$ cat src/rtl/manchester_bit_decoder.sv
// Manchester bit decoder.
// Pairs half-bit samples taken on recovered-clock edges into bits, hunts for
// the sync word, then assembles MSB-first bytes into a one-entry valid/ready
// output buffer. Reports code violations inside a frame, dropped bytes, and
// ends a frame when the half-bit ticks stop for IDLE_TIMEOUT cycles.
module manchester_bit_decoder #(
  parameter logic [7:0] SYNC_WORD     = 8'hD5,
  parameter int         IDLE_TIMEOUT  = 64,
  parameter int         TIMEOUT_WIDTH = 7
) (
  input  logic       clock,
  input  logic       reset,
  input  logic       digital_in,
  input  logic       manchester_clock,
  output logic [7:0] data_out,
  output logic       data_valid,
  input  logic       data_ready,
  output logic       frame_active,
  output logic       code_error,
  output logic       overrun
);

  typedef enum logic [0:0] {
    HUNT    = 1'b0,
    RECEIVE = 1'b1
  } state_t;

  // The timeout fires on the cycle the counter steps from IDLE_TIMEOUT-1 to
  // IDLE_TIMEOUT; the counter then parks at IDLE_TIMEOUT so it fires once.
  localparam logic [TIMEOUT_WIDTH-1:0] IDLE_LAST = TIMEOUT_WIDTH'(IDLE_TIMEOUT - 1);
  localparam logic [TIMEOUT_WIDTH-1:0] IDLE_MAX  = TIMEOUT_WIDTH'(IDLE_TIMEOUT);
  localparam logic [TIMEOUT_WIDTH-1:0] IDLE_ONE  = {{(TIMEOUT_WIDTH-1){1'b0}}, 1'b1};

  // State registers
  state_t                   state_r;
  logic                     mclk_d_r;
  logic                     half_sel_r;
  logic                     first_half_r;
  logic [7:0]               sync_r;
  logic [7:0]               byte_r;
  logic [2:0]               bit_cnt_r;
  logic [TIMEOUT_WIDTH-1:0] idle_cnt_r;
  logic [7:0]               data_out_r;
  logic                     data_valid_r;
  logic                     frame_active_r;
  logic                     code_error_r;
  logic                     overrun_r;

  // Next-state values
  state_t                   state_nxt_s;
  logic                     half_sel_nxt_s;
  logic                     first_half_nxt_s;
  logic [7:0]               sync_nxt_s;
  logic [7:0]               byte_nxt_s;
  logic [2:0]               bit_cnt_nxt_s;
  logic [TIMEOUT_WIDTH-1:0] idle_cnt_nxt_s;
  logic [7:0]               data_out_nxt_s;
  logic                     data_valid_nxt_s;
  logic                     code_error_nxt_s;
  logic                     overrun_nxt_s;

  // Decode helpers
  logic       tick_s;
  logic       pair_s;
  logic       violation_s;
  logic       bit_ok_s;
  logic       timeout_s;
  logic       byte_done_s;
  logic       load_s;
  logic [7:0] shifted_sync_s;
  logic [7:0] shifted_byte_s;

  // A pair (0,1) decodes to 1 and (1,0) to 0, so a valid bit equals the
  // second half sample; equal halves are a violation.
  assign tick_s         = manchester_clock ^ mclk_d_r;
  assign pair_s         = tick_s & half_sel_r;
  assign violation_s    = pair_s & (first_half_r == digital_in);
  assign bit_ok_s       = pair_s & (first_half_r != digital_in);
  assign timeout_s      = ~tick_s & (idle_cnt_r == IDLE_LAST);
  assign shifted_sync_s = {sync_r[6:0], digital_in};
  assign shifted_byte_s = {byte_r[6:0], digital_in};

  // Frame FSM next state: half pairing, sync hunt and byte assembly
  always_comb begin
    state_nxt_s      = state_r;
    half_sel_nxt_s   = half_sel_r;
    first_half_nxt_s = first_half_r;
    sync_nxt_s       = sync_r;
    byte_nxt_s       = byte_r;
    bit_cnt_nxt_s    = bit_cnt_r;
    byte_done_s      = 1'b0;
    code_error_nxt_s = 1'b0;
    case (state_r)
      HUNT: begin
        if (tick_s && !half_sel_r) begin
          first_half_nxt_s = digital_in;
          half_sel_nxt_s   = 1'b1;
        end else if (violation_s) begin
          // Realign: the second sample becomes the first half of the next pair.
          first_half_nxt_s = digital_in;
          half_sel_nxt_s   = 1'b1;
        end else if (bit_ok_s) begin
          half_sel_nxt_s = 1'b0;
          sync_nxt_s     = shifted_sync_s;
          if (shifted_sync_s == SYNC_WORD) begin
            state_nxt_s   = RECEIVE;
            bit_cnt_nxt_s = 3'd0;
            byte_nxt_s    = 8'h00;
          end else begin
            state_nxt_s = HUNT;
          end
        end else if (timeout_s) begin
          half_sel_nxt_s = 1'b0;
          sync_nxt_s     = 8'h00;
        end else begin
          state_nxt_s = HUNT;
        end
      end
      RECEIVE: begin
        if (tick_s && !half_sel_r) begin
          first_half_nxt_s = digital_in;
          half_sel_nxt_s   = 1'b1;
        end else if (violation_s) begin
          code_error_nxt_s = 1'b1;
          state_nxt_s      = HUNT;
          half_sel_nxt_s   = 1'b0;
          sync_nxt_s       = 8'h00;
          bit_cnt_nxt_s    = 3'd0;
          byte_nxt_s       = 8'h00;
        end else if (bit_ok_s) begin
          half_sel_nxt_s = 1'b0;
          byte_nxt_s     = shifted_byte_s;
          if (bit_cnt_r == 3'd7) begin
            byte_done_s   = 1'b1;
            bit_cnt_nxt_s = 3'd0;
          end else begin
            bit_cnt_nxt_s = bit_cnt_r + 3'd1;
          end
        end else if (timeout_s) begin
          state_nxt_s    = HUNT;
          half_sel_nxt_s = 1'b0;
          sync_nxt_s     = 8'h00;
          bit_cnt_nxt_s  = 3'd0;
          byte_nxt_s     = 8'h00;
        end else begin
          state_nxt_s = RECEIVE;
        end
      end
      default: begin
        state_nxt_s    = HUNT;
        half_sel_nxt_s = 1'b0;
        sync_nxt_s     = 8'h00;
        bit_cnt_nxt_s  = 3'd0;
        byte_nxt_s     = 8'h00;
      end
    endcase
  end

  // Idle counter: cleared by every tick, otherwise counts up and saturates
  always_comb begin
    idle_cnt_nxt_s = idle_cnt_r;
    if (tick_s) begin
      idle_cnt_nxt_s = {TIMEOUT_WIDTH{1'b0}};
    end else if (idle_cnt_r != IDLE_MAX) begin
      idle_cnt_nxt_s = idle_cnt_r + IDLE_ONE;
    end else begin
      idle_cnt_nxt_s = idle_cnt_r;
    end
  end

  // Output buffer: load when empty or being drained this cycle, else drop
  always_comb begin
    data_out_nxt_s   = data_out_r;
    data_valid_nxt_s = data_valid_r;
    load_s           = byte_done_s & (~data_valid_r | data_ready);
    overrun_nxt_s    = byte_done_s & ~load_s;
    if (load_s) begin
      data_out_nxt_s   = shifted_byte_s;
      data_valid_nxt_s = 1'b1;
    end else if (data_valid_r && data_ready) begin
      data_valid_nxt_s = 1'b0;
    end else begin
      data_valid_nxt_s = data_valid_r;
    end
  end

  // Register all state with synchronous reset
  always_ff @(posedge clock) begin
    if (reset) begin
      state_r        <= HUNT;
      mclk_d_r       <= 1'b0;
      half_sel_r     <= 1'b0;
      first_half_r   <= 1'b0;
      sync_r         <= 8'h00;
      byte_r         <= 8'h00;
      bit_cnt_r      <= 3'd0;
      idle_cnt_r     <= {TIMEOUT_WIDTH{1'b0}};
      data_out_r     <= 8'h00;
      data_valid_r   <= 1'b0;
      frame_active_r <= 1'b0;
      code_error_r   <= 1'b0;
      overrun_r      <= 1'b0;
    end else begin
      state_r        <= state_nxt_s;
      mclk_d_r       <= manchester_clock;
      half_sel_r     <= half_sel_nxt_s;
      first_half_r   <= first_half_nxt_s;
      sync_r         <= sync_nxt_s;
      byte_r         <= byte_nxt_s;
      bit_cnt_r      <= bit_cnt_nxt_s;
      idle_cnt_r     <= idle_cnt_nxt_s;
      data_out_r     <= data_out_nxt_s;
      data_valid_r   <= data_valid_nxt_s;
      frame_active_r <= (state_nxt_s == RECEIVE);
      code_error_r   <= code_error_nxt_s;
      overrun_r      <= overrun_nxt_s;
    end
  end

  assign data_out     = data_out_r;
  assign data_valid   = data_valid_r;
  assign frame_active = frame_active_r;
  assign code_error   = code_error_r;
  assign overrun      = overrun_r;

endmodule

$ cat config.mk
export PLATFORM = sky130hd
export DESIGN_NAME = manchester_bit_decoder
export DESIGN_NICKNAME = d
export VERILOG_FILES = /design/src/rtl/manchester_bit_decoder.sv
export SDC_FILE = /design/constraint.sdc
export NUM_CORES = 1
export LEC_CHECK = 0
export BUFFER_PORTS_ARGS = -buffer_cell sky130_fd_sc_hd__buf_2
export CORE_MARGIN = 4
export CORE_UTILIZATION = 50
export DETAILED_ROUTE_END_ITERATION = 10
export PLACE_DENSITY = 0.78
export SYNTH_ARGS = -nofsm -noshare
export SYNTH_HDL_FRONTEND = slang
export SYNTH_SLANG_ARGS = --single-unit
$ cat constraint.sdc
create_clock -name clock -period 1.6 [get_ports clock]
set_input_delay 0.24 -clock clock [delete_from_list [all_inputs] [get_ports clock]]
set_output_delay 0.24 -clock clock [all_outputs]
set_load 0.01 [all_outputs]
Yosys cells after proc, flatten, opt, wreduce, memory -nomap -nowiden
Cells that the tools add are included.
Widths: inputs -> output; s select.
{ "totals": {"in_bits": 5, "word_cells": 105, "register_bits": 40} }
{ "op_classes": {"muxes": 55, "n_addsub": 2, "n_reduce_logical": 9, "bitwise": 12, "n_eq_ne": 15} }
{ "ops": {"columns": ["op", "count"], "rows": [
  ["$mux 7", 8],
  ["$mux 8", 7],
  ["$mux 3", 9],
  ["$mux 1", 25],
  ["$pmux 8 s2", 1],
  ["$pmux 7 s2", 1],
  ["$ne 2x2->1 const B", 5],
  ["$eq 8x8->1 const B", 1],
  ["$add 7x1->7 const B", 1],
  ["$eq 7x6->1 const B", 1],
  ["$ne 7x7->1 const B", 1],
  ["$and 1x1->1", 6],
  ["$ne 3x3->1 const B", 2],
  ["$pmux 1 s2", 3],
  ["$pmux 3 s2", 1],
  ["$reduce_and 6->1", 1],
  ["$ne 4x1->1 const B", 1],
  ["$not 1->1", 4],
  ["$reduce_and 4->1", 1],
  ["$add 3x1->3 const B", 1],
  ["$eq 3x3->1 const B", 1],
  ["$reduce_or 3->1", 1],
  ["$logic_and 1x1->1", 2],
  ["$ne 2x1->1 const B", 1],
  ["8 further kinds", 8]
]} }

Longest topological paths before layout
Gate-level depths: netlist of the first run.
{ "depth": {"depth_word": 10, "mapped_depth": 7} }

Worst setup path before layout of the first run
Ideal clock, no wire load.
{ "synth_path": {"path_kind": "register to register", "from": "register idle_cnt_r[0]", "to": "register byte_r[0]", "t_arrival_ns": 1.407, "t_required_ns": 1.476, "synth_period_minus_slack_ns": 1.532, "path_stages_with_launch": 7, "setup_slack_ns": 0.068, "setup_time_ns": 0.124, "path_cell_list": "dfxtp_1 > ha_1 > nand3_1 > nor4_2 > o21a_1 > buf_2 > o22ai_1"} }
{ "synth_between": {"elab_chain_len": 4} }
{ "synth_rtl": {"columns": ["item", "line", "rtl"], "rows": [
  ["from (decl)", "42", "logic [TIMEOUT_WIDTH-1:0] idle_cnt_r;"],
  ["from (signal assigned)", "197", "idle_cnt_r <= {TIMEOUT_WIDTH{1'b0}};"],
  ["from (signal assigned)", "211", "idle_cnt_r <= idle_cnt_nxt_s;"],
  ["$eq 7x6->1", "79", "assign timeout_s = ~tick_s & (idle_cnt_r == IDLE_LAST);"],
  ["$and 1x1->1", "79", null],
  ["$ne 4x1->1 (no line)", null, null],
  ["$reduce_and 6->1 (no line)", null, null],
  ["to (signal assigned)", "209", "byte_r <= byte_nxt_s;"],
  ["to (decl)", "40", "logic [7:0] byte_r;"]
]} }
Every way passes these cells.
A chain may end at the register's enable or synchronous reset.

Final worst setup path of the first run
{ "layout_path": {"from": "register first_half_r", "to": "register byte_r[3]"} }
{ "layout_between": {"elab_chain_len": 6, "word_cells_on_any_way": 12, "cone_classes": "5 x eq/ne; 4 x mux; 2 x bitwise; 1 x reduce/logical"} }
{ "layout_rtl": {"columns": ["item", "line", "rtl"], "rows": [
  ["from (decl)", "38", "logic first_half_r;"],
  ["from (signal assigned)", "207", "first_half_r <= first_half_nxt_s;"],
  ["$ne 1x1->1", "78", "assign bit_ok_s = pair_s & (first_half_r != digital_in);"],
  ["$and 1x1->1", "78", null],
  ["$mux 7", "130", "end else if (bit_ok_s) begin"],
  ["$mux 7", "123", "end else if (violation_s) begin"],
  ["$mux 7", "120", "if (tick_s && !half_sel_r) begin"],
  ["$pmux 7 s2", "93", "case (state_r)"]
]} }
Several ways; a longest one is shown, not always the timed one. The select of a mux whose other input is x is not followed.

==> results of run 1 <==
[kinds of logic (layout without fill, tap and decap cells)]
kind of cell    after synthesis  after routing  synth area share (%)
compound gates               43             43                  18.4
flops                        39             39                  47.1
buf+inv                      12             46                  3.32
xor+xnor                      8              8                  4.68
mux                           1              1                 0.604
simple gates                 63             64                  22.8
fa+ha+maj                     4              4                  3.02
[worst paths after layout]
check	from	slack (ns)	end
hold / removal	digital_in	0.20	data_out[0]
setup / recovery	first_half_r	0.002	byte_r[3]
setup reg to reg	first_half_r	0.002	byte_r[3]
hold reg to reg	byte_r[6]	0.48	data_out[7]
[sequential cells by signal (all words and copies together) (netlist names)]
signal        flops
byte_r            7
half_sel_r        1
data_valid        1
sync_r            7
mclk_d_r          1
first_half_r      1
idle_cnt_r        7
data_out          8
overrun           1
frame_active      1
code_error        1
bit_cnt_r         3
[through the flow]
stage / TNS (ns) / hold slack (ns) / total power [mW] / setup slack, ns
6_report: 0 / 0.197 / 1.95 / 0.00177
5_1_grt: -0.292 / 0.184 / 2.02 / -0.0566
4_1_cts: -0.0000859 / 0.182 / 1.95 / -0.0000859
3_5_place_dp: -0.0361 / 0.464 / 1.15 / -0.0327
3_3_place_gp: -0.0170 / 0.459 / 1.15 / -0.0170
2_1_floorplan: 0 / 0.368 / 1.09 / 0.0681
[layout make-up]
type | count | area share, %
clock buffers | 6 | 2.02
clock inverters | 2 | 2.94
inverters | 4 | 0.734
multi-input cells | 120 | 42.7
flip-flops and latches | 39 | 38.4
well taps | 44 | 2.69
repair buffers | 34 | 10.5
[routing by layer]
metal  vias up  wire length [microns]  GRT usage (%)
met2        44                   1800           29.6
met5         -                      0              0
met3         5                    168           4.10
met1       650                   1620           22.2
met4         0                     45           6.99
li1        690                      -              -
[worst min-delay path, stage by stage]
cell,delay (ns)
buf_2,0.13
nand3_1,0.07
a21oi_1,0.06
[cell usage after synthesis, types with 2 or more instances]
master | instances | area [sq um]
nand2b_1 | 2 | 12.5
ha_1 | 4 | 50.1
nand4_1 | 2 | 12.5
and3_1 | 2 | 12.5
buf_2 | 2 | 10.0
o21ai_0 | 10 | 50.1
o2bb2ai_1 | 8 | 70.1
dfxtp_1 | 39 | 781
nor2b_1 | 3 | 18.8
xnor2_1 | 4 | 35.0
nand3_1 | 12 | 60.1
xor2_1 | 3 | 26.3
nor2_1 | 11 | 41.3
a21oi_1 | 11 | 55.1
clkbuf_1 | 4 | 15.0
nor3_1 | 3 | 15.0
a22o_1 | 7 | 61.3
nand3b_1 | 11 | 82.6
inv_1 | 4 | 15.0
nand2_1 | 5 | 18.8
[power groups by stage]
stage / combinational [mW] / sequential (mW) / clock [mW]
after CTS: 0.141 / 0.992 / 0.821
after floorplan: 0.0767 / 1.01 / 0
after global routing: 0.168 / 0.995 / 0.856
final: 0.154 / 0.993 / 0.803
after detailed placement: 0.138 / 1.01 / 0
after global placement: 0.134 / 1.01 / 0
[repair_timing]
item | CTS | global route
resized for setup | 2 | 11
setup endpoints to repair | 9 | 27
gates cloned | 0 | 1
pin swaps | 1 | 7
buffers inserted | 0 | 2
==> impl_metrics.env, run 1 <==
export IMPL_ys_seq_area_share_pct=47.1
export IMPL_async_reset_ff_share_pct=0
export IMPL_p_per_area_nw_per_um2=954
export IMPL_hold_buffers=0
export IMPL_synth_seq_cells=39
export IMPL_die_w_microns=65.6
export IMPL_drv_slew=0
export IMPL_endpoint_kind="flop"
export IMPL_wire_per_inst_microns=14.6
export IMPL_design_core_area_sq_um=3100
export IMPL_stdcell_count=249
export IMPL_power_switching_mw=0.408
export IMPL_hp_class="primary input to flop"
export IMPL_path_cells="or2b_1, buf_4, or4_4, nand3b_1, o2bb2ai_1"
export IMPL_crit_arrival_ns=1.83
export IMPL_postRouteAntennaNets=0
export IMPL_path_class="flop to flop"
export IMPL_io_pins=17
export IMPL_fin_nets=213
export IMPL_dieArea_sq_um=4300
export IMPL_multi_input_area_sq_um=872
export IMPL_clockRootBuffer="clkbuf_4"
export IMPL_dr_pass1_iters=4
export IMPL_synth_edf_count=0
export IMPL_wl_microns=3630
export IMPL_yosys_warnings=0
export IMPL_max_cap_violations=0
export IMPL_ir_drop_mv=0.634
export IMPL_place_area_sq_um=1870
export IMPL_grt_pass1_wl_microns=5860
export IMPL_r2r_cells=5
export IMPL_holdPathStages=3
export IMPL_grt_max_degree=16
export IMPL_final_layout_size_suffix_gt1_share_pct=28.3
export IMPL_h_tree_depth=2
export IMPL_routabilityCongestion=0.792
export IMPL_post_dp_hpwl_microns=2530
export IMPL_nFillCells=268
export IMPL_first_iter_violations=117
export IMPL_min_period_ns=1.60
export IMPL_combPwrFrac_pct=7.9
export IMPL_syn_area_sq_um=1660
export IMPL_path_max_fanout=5
export IMPL_path_clk_slew_ns=0.12
export IMPL_finalInstanceArea_sq_um=2040
export IMPL_final_hold_violation_count=0
export IMPL_cts_tree="yes"
export IMPL_grt_util_all_layers_pct=17.8
export IMPL_cts_made_buffers=5
export IMPL_numClockSinks=39
export IMPL_finClkSkew_ns=0.0146
export IMPL_rsz0062_at_grt="true"
export IMPL_clock_fmax_mhz=626
export IMPL_max_slew_margin_pct=65.9
export IMPL_synthCells=170
export IMPL_path_depth=5
export IMPL_overflow=0
export IMPL_postLayoutCoreUtil_pct=65.9
export IMPL_critPathTopFamily="simple AND/OR/NAND/NOR gates"
export IMPL_vias=1389
export IMPL_regArea_sq_um=786
export IMPL_layout_commonest_cell="dfxtp_1"
export IMPL_power_frac_seq_pct=50.9
export IMPL_initial_core_util_pct=53.4
export IMPL_period_share_pct=99.9
export IMPL_switching_share_pct=20.9
export IMPL_crit_slowest_cell="or4_4"
export IMPL_dp_cells=238
export IMPL_antennaDiodeCount=0
export IMPL_required_ns=1.83
export IMPL_p_leak_nw=0.785
export IMPL_yosysUniqueCellTypes=43
export IMPL_drt_vias_per_instance=5.58
export IMPL_p_int_mw=1.54
export IMPL_clock_path_buffers=2
export IMPL_dieHeight_microns=65.6
export IMPL_crit_buf_inv=1
export IMPL_antenna_found_initial=0
export IMPL_startpoint_type="flop"
export IMPL_worstMarginPinSlew_ns=0.511
export IMPL_syn_num_nets=179
export IMPL_layout_common_cells="35 x dfxtp_1, 18 x buf_4, 16 x buf_2"
export IMPL_area_growth_pct=23.4
export IMPL_clkLatencyLatePin_ns=0.34
export IMPL_outcome="finished clean"
export IMPL_setup_viol=0
export IMPL_synth_main_ff_cell="dfxtp_1"
export IMPL_avgSynthCellArea_sq_um=9.74
export IMPL_io_buffers=16
export IMPL_max_stage_delay_ns=0.57
export IMPL_grt_pass1_vias=1278
export IMPL_num_rows=20
export IMPL_p_clk_share_pct=41.2
export IMPL_drcViolationCount=0
Power figures use the tool's default switching activity.
==> run 2: changes to the inputs <==
--- a/config.mk
+++ b/config.mk
@@ -9,7 +9,8 @@
 export CORE_MARGIN = 4
 export CORE_UTILIZATION = 50
 export DETAILED_ROUTE_END_ITERATION = 10
-export PLACE_DENSITY = 0.78
+export PLACE_DENSITY = 0.79
+export RECOVER_POWER = 25
 export SYNTH_ARGS = -nofsm -noshare
 export SYNTH_HDL_FRONTEND = slang
 export SYNTH_SLANG_ARGS = --single-unit
==> run 2 against run 1 <==
Net effect: core utilization fell by 2.8 points; register-to-register slack improved by 0.06 ns; final area shrank 4.3%; wire length is 6.3% lower; sequential share of layout area up 1.7 points; non-clock buffer count is 3 lower; cell count shrank 1.6%; critical path depth increased by 1; combinational power shrank 3%.
==> impl_metrics.env, run 2 (synthesized netlist as in run 1, its figures left out) <==
export IMPL_outcome="finished clean"
export IMPL_vias=1367
export IMPL_crit_arrival_ns=1.76
export IMPL_overflow=0
export IMPL_path_clk_slew_ns=0.11
export IMPL_total_power_mw=1.62
export IMPL_drt_vias_per_instance=5.58
export IMPL_cts_made_buffers=5
export IMPL_final_layout_size_suffix_gt1_share_pct=27.4
export IMPL_dieArea_sq_um=4300
export IMPL_required_ns=1.83
export IMPL_layout_common_cells="35 x dfxtp_1, 16 x buf_2, 15 x buf_4"
export IMPL_postRouteAntennaNets=0
export IMPL_h_tree_depth=2
export IMPL_initial_core_util_pct=53.4
export IMPL_layout_commonest_cell="dfxtp_1"
export IMPL_wire_per_inst_microns=13.9
export IMPL_p_per_area_nw_per_um2=826
export IMPL_hp_class="primary input to flop"
export IMPL_path_class="flop to flop"
export IMPL_final_hold_violation_count=0
export IMPL_grt_pass1_vias=1279
export IMPL_ir_drop_mv=0.475
export IMPL_io_buffers=16
export IMPL_drv_slew=0
export IMPL_largest_reg_flops=8
export IMPL_antenna_found_initial=0
export IMPL_dp_cells=235
export IMPL_clock_path_buffers=2
export IMPL_grt_pass1_wl_microns=5810
export IMPL_rsz0062_at_grt="true"
export IMPL_io_pins=17
export IMPL_max_cap_violations=0
export IMPL_post_dp_hpwl_microns=2480
export IMPL_path_max_fanout=7
export IMPL_fin_nets=209
export IMPL_place_ws_ns=-0.0283
export IMPL_drcViolationCount=0
export IMPL_num_rows=20
export IMPL_endpoint_kind="flop"
export IMPL_clkLatencyLatePin_ns=0.33
export IMPL_routabilityCongestion=0.902
export IMPL_grt_max_degree=20
export IMPL_period_share_pct=96.0
export IMPL_die_w_microns=65.6
export IMPL_wl_microns=3400
export IMPL_design_core_area_sq_um=3100
export IMPL_fin_tns_setup_ns=0
export IMPL_stdcell_count=245
export IMPL_numClockSinks=39
export IMPL_first_iter_violations=87
export IMPL_worstMarginPinSlew_ns=0.504
export IMPL_p_leak_nw=0.762
export IMPL_fin_ws_ns=0.0646
export IMPL_max_slew_margin_pct=66.3
export IMPL_hold_ws_ns=0.200
export IMPL_hold_buffers=0
export IMPL_min_period_ns=1.54
export IMPL_clockRootBuffer="clkbuf_4"
export IMPL_dr_pass1_iters=4
export IMPL_grt_util_all_layers_pct=17.3
export IMPL_startpoint_type="flop"
export IMPL_antennaDiodeCount=0
export IMPL_dieHeight_microns=65.6
export IMPL_setup_viol=0
export IMPL_clock_fmax_mhz=651
export IMPL_cts_tree="yes"
export IMPL_finClkSkew_ns=0.0121
export IMPL_area_growth_pct=18.1
run 2: cell count changes in the layout (fill, tap and decap cells not counted), sizes merged:
cell | previous run | this run
clkbuf | 6 | 5
buf | 34 | 31
bufinv | 2 | 0
clkinv | 0 | 3
or4 | 2 | 1
run 2: area by class of cell:
class | count | area, sq um
Fill cell | 274 | 1150
Multi-Input combinational cell | 119 | 856
Sequential cell | 39 | 786
Timing Repair Buffer | 31 | 193
Tap cell | 44 | 55.1
Clock buffer | 5 | 37.5
Clock inverter | 3 | 15.0
Inverter | 4 | 15.0
run 2: path summary, 6_finish.rpt:
kind	start	to	slack (ns)	depth (start not counted)
max	idle_cnt_r[1]	sync_r[2]	0.06	6
min	digital_in	data_out[0]	0.20	3
max reg2reg	idle_cnt_r[1]	sync_r[2]	0.06	6
min reg2reg	data_out[0]	data_out[0]	0.48	2
run 2: metrics by stage:
step,instance area (sq um),utilization [%]
2_1_floorplan,1660,-
3_3_place_gp,1850,59.6
3_5_place_dp,1850,59.6
4_1_cts,1920,61.8
5_1_grt,1960,63.1
6_report,1960,63.1
run 2: metal layers:
layer / part of all wire, % / vias up / wire [microns] / GRT usage (%)
li1: - / 673 / - / -
met1: 45 / 651 / 1520 / 21.7
met2: 49 / 34 / 1680 / 29.1
met3: 4.6 / 9 / 158 / 4.10
met4: 1.2 / 0 / 40 / 5.44
met5: 0 / - / 0 / 0
run 2: what timing repair did:
item	CTS	global route
pin swaps	3	5
setup buffers	1	1
gates resized for setup	3	11
setup endpoints to repair	12	22
cloned	0	0
run 2: report_power, final:
group          leakage, nW  total [mW]  switching, mW  internal, mW
Clock               0.0347       0.473          0.309         0.164
Sequential           0.317       0.992        0.00961         0.983
Combinational        0.410       0.150         0.0798        0.0703
Total                0.762        1.62          0.399          1.22
run 2: worst max-delay path, cell delays in order (launching register included):
cell and delay, ns:
dfxtp_2 0.37, ha_1 0.20, nand3_2 0.11, nor4_2 0.22, buf_4 0.19, a311oi_4 0.05
a22o_1 0.27
==> run 3: changes to the inputs <==
--- a/config.mk
+++ b/config.mk
@@ -8,9 +8,11 @@
 export BUFFER_PORTS_ARGS = -buffer_cell sky130_fd_sc_hd__buf_2
 export CORE_MARGIN = 4
 export CORE_UTILIZATION = 50
+export CTS_CLUSTER_DIAMETER = 100
 export DETAILED_ROUTE_END_ITERATION = 10
-export PLACE_DENSITY = 0.79
+export PLACE_DENSITY = 0.76
 export RECOVER_POWER = 25
+export REMOVE_ABC_BUFFERS = 1
 export SYNTH_ARGS = -nofsm -noshare
 export SYNTH_HDL_FRONTEND = slang
 export SYNTH_SLANG_ARGS = --single-unit
==> run 3 against run 2 <==
Net effect: die area unchanged; sequential cell count unchanged; sequential power about the same; clock skew decreased by 0.0014 ns; clock power decreased by 2%; critical path depth stayed put; first-iteration DRC count shrank 26%; combinational power about the same; wire length grew 9.9%; worst setup slack worse by 0.024 ns.
==> impl_metrics.env, run 3 (synthesized netlist as in run 1, its figures left out) <==
export IMPL_post_dp_hpwl_microns=2670
export IMPL_period_share_pct=97.4
export IMPL_p_leak_nw=0.775
export IMPL_path_class="flop to flop"
export IMPL_vias=1395
export IMPL_regArea_sq_um=788
export IMPL_finalInstanceArea_sq_um=2010
export IMPL_dp_cells=237
export IMPL_rsz0062_at_grt="true"
export IMPL_min_period_ns=1.56
export IMPL_dr_pass1_iters=4
export IMPL_crit_buf_inv=1
export IMPL_numClockSinks=39
export IMPL_p_per_area_nw_per_um2=800
export IMPL_num_rows=20
export IMPL_io_pins=17
export IMPL_setup_viol=0
export IMPL_fin_nets=211
export IMPL_required_ns=1.83
export IMPL_crit_slowest_cell="dfxtp_2"
export IMPL_switching_share_pct=24.2
export IMPL_stdcell_count=247
export IMPL_final_layout_size_suffix_gt1_share_pct=28.6
export IMPL_grt_util_all_layers_pct=19.1
export IMPL_clockRootBuffer="clkbuf_4"
export IMPL_startpoint_type="flop"
export IMPL_antenna_found_initial=0
export IMPL_dieArea_sq_um=4300
export IMPL_endpoint_kind="flop"
export IMPL_critPathTopFamily="simple AND/OR/NAND/NOR gates"
export IMPL_r2r_cells=6
export IMPL_postLayoutCoreUtil_pct=64.9
export IMPL_clock_path_buffers=2
export IMPL_path_max_fanout=7
export IMPL_die_w_microns=65.6
export IMPL_drt_vias_per_instance=5.65
export IMPL_holdPathStages=3
export IMPL_max_cap_violations=0
export IMPL_crit_arrival_ns=1.79
export IMPL_antennaDiodeCount=0
export IMPL_wire_per_inst_microns=15.1
export IMPL_multi_input_area_sq_um=885
export IMPL_design_core_area_sq_um=3100
export IMPL_overflow=0
export IMPL_area_growth_pct=21.5
export IMPL_layout_common_cells="33 x dfxtp_1, 16 x buf_2, 16 x buf_4"
export IMPL_io_buffers=16
export IMPL_dieHeight_microns=65.6
export IMPL_path_clk_slew_ns=0.11
export IMPL_final_hold_violation_count=0
export IMPL_layout_commonest_cell="dfxtp_1"
export IMPL_grt_pass1_vias=1446
export IMPL_clkLatencyLatePin_ns=0.34
export IMPL_drcViolationCount=0
export IMPL_drv_slew=0
export IMPL_initial_core_util_pct=53.4
export IMPL_clock_fmax_mhz=641
export IMPL_place_area_sq_um=1860
export IMPL_path_depth=6
export IMPL_path_cells="ha_4, nand3_2, nor4_4, buf_4, a311oi_4, a22o_1"
export IMPL_combPwrFrac_pct=9.4
export IMPL_ir_drop_mv=0.568
export IMPL_grt_max_degree=18
export IMPL_outcome="finished clean"
export IMPL_postRouteAntennaNets=0
export IMPL_cts_tree="yes"
export IMPL_p_clk_share_pct=28.9
export IMPL_finClkSkew_ns=0.0107
export IMPL_power_switching_mw=0.390
export IMPL_nFillCells=274
export IMPL_first_iter_violations=64
export IMPL_h_tree_depth=2
export IMPL_hp_class="primary input to flop"
export IMPL_max_stage_delay_ns=0.37
export IMPL_max_slew_margin_pct=65.6
export IMPL_power_frac_seq_pct=61.7
export IMPL_grt_pass1_wl_microns=6400
export IMPL_routabilityCongestion=0.835
export IMPL_p_int_mw=1.22
export IMPL_wl_microns=3740
export IMPL_cts_made_buffers=5
export IMPL_worstMarginPinSlew_ns=0.515
export IMPL_largest_reg_flops=8
run 3: cell types whose count changed in the layout (fill, tap and decap cells not counted), moves of 2 or more:
cell | before | now
dfxtp_2 | 4 | 6
clkinv_2 | 3 | 1
clkbuf_1 | 0 | 2
dfxtp_1 | 35 | 33
run 3: worst reg2reg max path, stage by stage, from the launching register on:
cell	delay (ns)
dfxtp_2	0.37
ha_4	0.16
nand3_2	0.12
nor4_4	0.31
buf_4	0.17
a311oi_4	0.06
a22o_1	0.27
run 3: per-stage QoR:
step / hold slack [ns] / worst slack [ns] / TNS (ns) / power [mW]
after floorplan: 0.309 / 0.0485 / 0 / 1.08
after global placement: 0.457 / 0.0272 / 0 / 1.14
after detailed placement: 0.466 / -0.0964 / -0.287 / 1.15
after CTS: 0.198 / 0.0126 / 0 / 1.61
after global routing: 0.193 / -0.0212 / -0.0239 / 1.68
final: 0.205 / 0.0410 / 0 / 1.61
run 3: what timing repair did:
action,CTS,global route
pin swaps,3,4
endpoints found under the setup margin,10,31
gates resized for setup,1,18
hold buffers,0,0
buffers inserted,2,1
run 3: final cells by class:
cell class | count | area share [%]
multi-input combinational | 119 | 43.9
timing repair buffer | 33 | 10.9
tap | 44 | 2.73
clock inverter | 1 | 0.249
inverter | 4 | 0.746
clock buffer | 7 | 2.24
sequential | 39 | 39.2
run 3: final timing paths:
check	from	to	slack [ns]
hold / removal	digital_in	first_half_r	0.21
hold reg to reg	data_out[2]	data_out[2]	0.48
setup / recovery	idle_cnt_r[0]	sync_r[4]	0.04
setup reg to reg	idle_cnt_r[0]	sync_r[4]	0.04
run 3: power groups by stage:
stage / combinational [mW] / clock, mW / sequential (mW)
2_1_floorplan: 0.0684 / 0 / 1.01
3_3_place_gp: 0.129 / 0 / 1.01
3_5_place_dp: 0.136 / 0 / 1.01
4_1_cts: 0.139 / 0.477 / 0.991
5_1_grt: 0.165 / 0.519 / 0.997
6_report: 0.152 / 0.465 / 0.994
run 3: routing by layer:
layer	wire length (microns)	GRT usage, %
met1	1660	22.3
met2	1860	31.1
met3	153	7.52
met4	64	8.29
met5	0	0
